**config.mk**
```make
export PLATFORM = sky130hd
export DESIGN_NAME = sram_rw_arb
export DESIGN_NICKNAME = d
export VERILOG_FILES = /design/src/rtl/sram_arb_pkg.sv /design/src/rtl/sram_rdata_buf.sv /design/src/rtl/sram_rw_arb.sv
export SDC_FILE = /design/constraint.sdc
export NUM_CORES = 1
export LEC_CHECK = 0
export ABC_CLOCK_PERIOD_IN_PS = 2400
export CAP_MARGIN = 10
export CORE_AREA = 8 8 115 117
export CTS_BUF_LIST = sky130_fd_sc_hd__clkbuf_16
export DETAILED_ROUTE_END_ITERATION = 6
export DIE_AREA = 0 0 123 125
export PLACE_DENSITY = 0.78
export SETUP_SLACK_MARGIN = 0.1
export SYNTH_ARGS = -nofsm -noshare
export SYNTH_HDL_FRONTEND = slang
export SYNTH_SLANG_ARGS = --single-unit
```
**constraint.sdc**
```tcl
create_clock -name aclk_i -period 2.4 [get_ports aclk_i]
set_clock_uncertainty 0.2 [all_clocks]
set_input_delay 0.24 -clock aclk_i [delete_from_list [all_inputs] [get_ports aclk_i]]
set_output_delay 0.24 -clock aclk_i [all_outputs]
set_load 0.005 [all_outputs]
```
**src/rtl/sram_arb_pkg.sv**
```systemverilog
// Shared types and constants for the single-port SRAM read/write arbiter.
// Address/data widths mirror the AXI4 slave widths used by the beat generators.
package sram_arb_pkg;

    localparam int AXI4_ADDR_WIDTH = 32;
    localparam int AXI4_DATA_WIDTH = 32;
    localparam int RBUF_DEPTH      = 2;
    localparam int RBUF_CNT_W      = $clog2(RBUF_DEPTH + 1);

    typedef enum logic [1:0] {
        IDLE  = 2'd0,
        WR    = 2'd1,
        WRESP = 2'd2,
        RD    = 2'd3
    } arb_state_e;

    typedef enum logic {
        GNT_WR = 1'b0,
        GNT_RD = 1'b1
    } grant_e;

    typedef struct packed {
        logic                       last;
        logic [AXI4_DATA_WIDTH-1:0] data;
    } rbuf_entry_t;

endpackage

```
**src/rtl/sram_rdata_buf.sv**
```systemverilog
// Two-entry in-order buffer for {last, data} returning from the SRAM.
// Pointers are single bits because the depth is fixed at two.
module sram_rdata_buf
    import sram_arb_pkg::*;
(
    input  logic                  clk,
    input  logic                  rst_n,
    input  logic                  push,
    input  rbuf_entry_t           push_entry,
    input  logic                  pop,
    output rbuf_entry_t           head,
    output logic [RBUF_CNT_W-1:0] count
);

    rbuf_entry_t mem [RBUF_DEPTH];
    logic        wr_ptr;
    logic        rd_ptr;

    always_ff @(posedge clk or negedge rst_n) begin
        if (!rst_n) begin
            wr_ptr <= 1'b0;
            rd_ptr <= 1'b0;
            count  <= '0;
            for (int i = 0; i < RBUF_DEPTH; i++) begin
                mem[i] <= '0;
            end
        end else begin
            if (push) begin
                mem[wr_ptr] <= push_entry;
                wr_ptr      <= ~wr_ptr;
            end
            if (pop) begin
                rd_ptr <= ~rd_ptr;
            end
            case ({push, pop})
                2'b10:   count <= count + 1'b1;
                2'b01:   count <= count - 1'b1;
                default: count <= count;
            endcase
        end
    end

    assign head = mem[rd_ptr];

endmodule

```
**src/rtl/sram_rw_arb.sv**
```systemverilog
// Burst-granular arbiter giving one single-port SRAM to write or read bursts.
// Build option SRAM_ARB_RR_EN: round-robin tie break; otherwise reads win ties.
//
// state | meaning
// IDLE  | no grant; pick a side when any beat is offered
// WR    | write burst owns the SRAM, one write per beat handshake
// WRESP | write burst done, holding bvalid_o until bready_i
// RD    | read burst owns the SRAM, beats throttled by read credit
module sram_rw_arb
    import sram_arb_pkg::*;
(
    input  logic                         aclk_i,
    input  logic                         aresetn_i,
    input  logic                         wbeat_valid_i,
    output logic                         wbeat_ready_o,
    input  logic [AXI4_ADDR_WIDTH-1:0]   wbeat_addr_i,
    input  logic [AXI4_DATA_WIDTH-1:0]   wbeat_data_i,
    input  logic [AXI4_DATA_WIDTH/8-1:0] wbeat_strb_i,
    input  logic                         wbeat_last_i,
    output logic                         bvalid_o,
    input  logic                         bready_i,
    input  logic                         rbeat_valid_i,
    output logic                         rbeat_ready_o,
    input  logic [AXI4_ADDR_WIDTH-1:0]   rbeat_addr_i,
    input  logic                         rbeat_last_i,
    output logic [AXI4_DATA_WIDTH-1:0]   rdata_o,
    output logic                         rlast_o,
    output logic                         rvalid_o,
    input  logic                         rready_i,
    output logic                         sram_en_o,
    output logic                         sram_we_o,
    output logic [AXI4_ADDR_WIDTH-1:0]   sram_addr_o,
    output logic [AXI4_DATA_WIDTH-1:0]   sram_wdata_o,
    output logic [AXI4_DATA_WIDTH/8-1:0] sram_wstrb_o,
    input  logic [AXI4_DATA_WIDTH-1:0]   sram_rdata_i
);

    arb_state_e            state_q;
    arb_state_e            state_d;
    logic                  gnt_rd;
    logic                  wr_hs;
    logic                  rd_hs;
    logic                  credit;
    logic                  out_pop;
    logic                  rd_inflight_q;
    logic                  rd_last_q;
    logic                  buf_push;
    logic                  buf_pop;
    logic                  buf_empty;
    rbuf_entry_t           buf_head;
    logic [RBUF_CNT_W-1:0] buf_count;

`ifdef SRAM_ARB_RR_EN
    grant_e last_gnt_q;

    always_ff @(posedge aclk_i or negedge aresetn_i) begin
        if (!aresetn_i) begin
            last_gnt_q <= GNT_WR;
        end else if (state_q == IDLE && (rbeat_valid_i || wbeat_valid_i)) begin
            last_gnt_q <= gnt_rd ? GNT_RD : GNT_WR;
        end
    end

    assign gnt_rd = rbeat_valid_i && (!wbeat_valid_i || last_gnt_q == GNT_WR);
`else
    assign gnt_rd = rbeat_valid_i;
`endif

    always_ff @(posedge aclk_i or negedge aresetn_i) begin
        if (!aresetn_i) begin
            state_q <= IDLE;
        end else begin
            state_q <= state_d;
        end
    end

    always_comb begin
        state_d = state_q;
        case (state_q)
            IDLE:    if (rbeat_valid_i || wbeat_valid_i) state_d = gnt_rd ? RD : WR;
            WR:      if (wr_hs && wbeat_last_i) state_d = WRESP;
            WRESP:   if (bready_i) state_d = IDLE;
            RD:      if (rd_hs && rbeat_last_i) state_d = IDLE;
            default: state_d = IDLE;
        endcase
    end

    assign wbeat_ready_o = (state_q == WR);
    assign bvalid_o      = (state_q == WRESP);
    assign wr_hs         = wbeat_valid_i && wbeat_ready_o;

    // Credit counts the read in flight so the buffer can never be oversubscribed.
    assign credit        = ((buf_count + {{(RBUF_CNT_W-1){1'b0}}, rd_inflight_q}) < RBUF_CNT_W'(RBUF_DEPTH))
                           || out_pop;
    assign rbeat_ready_o = (state_q == RD) && credit;
    assign rd_hs         = rbeat_valid_i && rbeat_ready_o;

    assign sram_en_o    = wr_hs || rd_hs;
    assign sram_we_o    = wr_hs;
    assign sram_addr_o  = wr_hs ? wbeat_addr_i : (rd_hs ? rbeat_addr_i : '0);
    assign sram_wdata_o = wr_hs ? wbeat_data_i : '0;
    assign sram_wstrb_o = wr_hs ? wbeat_strb_i : '0;

    always_ff @(posedge aclk_i or negedge aresetn_i) begin
        if (!aresetn_i) begin
            rd_inflight_q <= 1'b0;
            rd_last_q     <= 1'b0;
        end else begin
            rd_inflight_q <= rd_hs;
            rd_last_q     <= rd_hs && rbeat_last_i;
        end
    end

    // An empty buffer forwards the returning SRAM word directly for N+1 latency.
    assign buf_empty = (buf_count == '0);
    assign rvalid_o  = !buf_empty || rd_inflight_q;
    assign rdata_o   = !buf_empty ? buf_head.data : (rd_inflight_q ? sram_rdata_i : '0);
    assign rlast_o   = !buf_empty ? buf_head.last : (rd_inflight_q && rd_last_q);
    assign out_pop   = rvalid_o && rready_i;
    assign buf_pop   = out_pop && !buf_empty;
    assign buf_push  = rd_inflight_q && !(buf_empty && rready_i);

    sram_rdata_buf u_rdata_buf (
        .clk        (aclk_i),
        .rst_n      (aresetn_i),
        .push       (buf_push),
        .push_entry ({rd_last_q, sram_rdata_i}),
        .pop        (buf_pop),
        .head       (buf_head),
        .count      (buf_count)
    );

endmodule

```
==> metrics.md <==
| Metric | Value |
|---|---|
| HPWL Detailed | 12,200 um |
| Ys flop type | dfrtp_1 |
| 1st-iter DRT viols | 196 |
| Switching power | 2780 uW |
| Leakage | 0.00358 uW |
| Final worst slack | 80.3 ps |
| PortBufs | 246 |
| Period utilisation layout | 96.7% |
| Post-synth ARST share | 100% |
| HP Class | in2reg |
| Max-Cap Viols | 0 |
| Sequential area share after synthesis | 43.7% |
| Die area | 15,400 um2 |
| First-pass GRT wire length | 25,600 um |
| Fin. max-slew vios | 0 |
| Vias | 4,143 |
| WP data required | 1960 ps |
| Mapped Area | 4230 um2 |
| Maximum VDD drop | 0.540 mV |
| Pwr/cell area | 1120 nW/um2 |
| Post-route cell area | 7430 um2 |
| CP startpoint kind | register |
| Yosys top cell by area | dfrtp_1 |
| Worst-path fanout max | 6 |
| WS Path Type | reg2out |
| Unrepaired setup endpoints after global routing | yes |
| DIE WIDTH | 123 um |
| Max stage delay on crit path | 400 ps |
| Starting density of the core | 36.5% |
| H-Tree Depth | 3 |
| Pint | 5580 uW |
| Grt ovf | 0 |
| ANT nets after route | 0 |
| Worst-margin pin slew | 926 ps |
| Clock power frac | 17.9% |
| Cell variety after synth | 33 |
| Area growth, synth to finish | 75.6% |
| Largest net degree at the start of global routing | 75 |
| EDFF count, synth | 0 |
| Final setup fails | 0 |
| Max Buffers Root-to-Sink | 2 |
| Avg Inst Size Synth | 11.2 um2 |
| Layout cells sized above 1 | 23.7% |
| Total clock sinks | 74 |
| Final setup TNS | 0 ps |
| Most frequent cell after synthesis | dfrtp_1 |
| CTS Buf Count | 9 |
| Placed Area | 6890 um2 |
| Synth Register Bits | 74 |
| Critical Path AT | 1880 ps |
| Synth Net Count | 519 |
| Switching Share | 33.3% |
| Relative slew slack | 38.3% |
| CP Capture Type | output pin |
| FP Rows | 40 |
| IO Pins | 247 |
| Avg WL per Cell | 21.1 um |
| Critical path, cell by cell | and4bb_4 > a211oi_4 > buf_6 > bufbuf_16 > a22o_1 > clkdlybuf4s15_1 |
| Clock root buffer | clkbuf_16 |
| Post-Route WL | 16,700 um |
| Core area | 11,600 um2 |
| Via density | 5.23 |
| Ys Warns | 0 |
| Drc violations | 0 |
| Min Tclk post-route | 2320 ps |
| Min Hold Slack | 274 ps |
| Synth top area share | 43.7% |
| Die Y-Extent | 125 um |
| Synth top area cells | dfrtp_1 (44%), mux2_2 (17%), mux2i_1 (7.8%) |
| Clk_lat worst skew | 320 ps |
| Gate Count Post-Synth | 378 |
| Synth top cells by count | dfrtp_1 (74), mux2_2 (64), and3_1 (37) |
| Routability cong. | 0.848 |
| Clock slew at reported path FFs | 60 ps |
| Initial antenna violation count | 3 |
| CP max-delay cell | dfrtp_1 |
| GRT Util Overall | 21.4% |
| CTS tree | built |
| Dpl ws | -237 ps |
| Drt first pass iters | 4 |
| Combinational Power Share | 55.5% |
| Status | finished clean |
| Vias in the first global route | 4,601 |
| Fin. Hold Viols | 0 |
| Nets | 779 |
| Fmax | 431 MHz |
| Sequential Power Share | 26.6% |
[metrics by stage]
| step | utilization, % | std cells | total power, uW |
|---|---|---|---|
| floorplan | - | 378 | 4450 |
| global placement | 59.3 | 752 | 6770 |
| detailed placement | 59.3 | 752 | 6920 |
| CTS | 63.2 | 783 | 8360 |
| global route | 64.0 | 792 | 8910 |
| finish | 64.0 | 792 | 8360 |
[sequential cells by signal, indices dropped and copies added, names as in the netlist]
| register | flops |
|---|---|
| u_rdata_buf.rd_ptr | 1 |
| rd_inflight_q | 1 |
| u_rdata_buf.wr_ptr | 1 |
| u_rdata_buf.mem | 66 |
| rd_last_q | 1 |
| state_q | 2 |
| u_rdata_buf.count | 2 |
[power groups by stage]
stage / clock, uW / sequential (uW) / combinational (uW)
floorplan: 0 / 2140 / 2300
global placement: 0 / 2180 / 4580
detailed placement: 0 / 2240 / 4680
CTS: 1530 / 2220 / 4610
global route: 1600 / 2300 / 5000
finish: 1500 / 2220 / 4640
[worst max-delay path: cells and delay by family, from the launching register on]
| family | cells | cell delay (ps) |
|---|---|---|
| AOI/OAI and AO/OA | 2 | 300 |
| and+or+nand+nor | 1 | 230 |
| buffers and inverters | 3 | 630 |
| DFF | 1 | 400 |
[cell families (layout without fill, tap and decap cells)]
kind of cell    count (synthesis)  in the layout  synth area share [%]
compound gates                 72             72                  12.1
buf+inv                        38            301                  5.05
fa+ha+maj                       1              1                 0.296
flops                          74             74                  43.7
simple gates                   89             90                  12.4
xor+xnor                        5              5                  1.03
mux                            99             99                  25.4
other cells                     0              3                     0
[path summary, 6_finish.rpt]
kind / cells past startpoint / from / end / slack (ps)
max reg2reg: 6 / rd_inflight_q / u_rdata_buf.mem[41] / 200
max: 6 / rd_inflight_q / sram_addr_o[6] / 80
max in group asynchronous: 2 / aresetn_i / u_rdata_buf.rd_ptr / 970
min: 3 / rbeat_valid_i / state_q[1] / 270
min reg2reg: 1 / u_rdata_buf.mem[37] / u_rdata_buf.mem[37] / 290
min in group asynchronous: 2 / aresetn_i / u_rdata_buf.mem[9] / 400
[layout by cell type (no fill, tap or decap), drive strengths merged, types with 2 or more instances in the layout]
cell type	synthesis	layout
buf	25	50
o21ai	33	33
bufbuf	0	2
a211oi	3	3
clkinv	0	2
clkdlybuf4s15	0	2
a22o	32	32
nor2	3	4
and2	2	2
diode	0	3
nand2	4	4
inv	2	3
nand3	34	34
dlygate4sd2	0	56
dlymetal6s2s	0	11
clkbuf	11	15
nor2b	4	4
xnor2	3	3
clkdlybuf4s50	0	156
dfrtp	74	74
bufinv	0	3
xor2	2	2
mux2	66	66
and3	37	37
mux2i	33	33
[routing by layer]
| layer | global-route usage [%] | up-vias | part of all wire, % |
|---|---|---|---|
| met3 | 7.43 | 16 | 8.4 |
| met5 | 0 | - | 0 |
| li1 | - | 1919 | - |
| met2 | 37.2 | 170 | 51 |
| met4 | 6.52 | 0 | 1.8 |
| met1 | 23.9 | 2038 | 38 |
[final cells by class]
| class | count | area, um2 |
|---|---|---|
| Inverter | 2 | 7.51 |
| Antenna cell | 3 | 7.51 |
| Fill cell | 913 | 4180 |
| Tap cell | 147 | 184 |
| Clock buffer | 9 | 225 |
| Multi-Input combinational cell | 267 | 2230 |
| Clock inverter | 6 | 108 |
| Sequential cell | 74 | 1850 |
| Timing Repair Buffer | 284 | 2810 |
[repair_timing]
item / in CTS / in global routing
hold endpoints to repair: 74 / 0
setup buffers: 9 / 5
setup endpoints to repair: 115 / 55
resized for setup: 146 / 22
hold buffers: 1 / 0
pin swaps: 3 / 3
cloned: 6 / 1
Note: power is estimated with default switching activity, not from simulation.
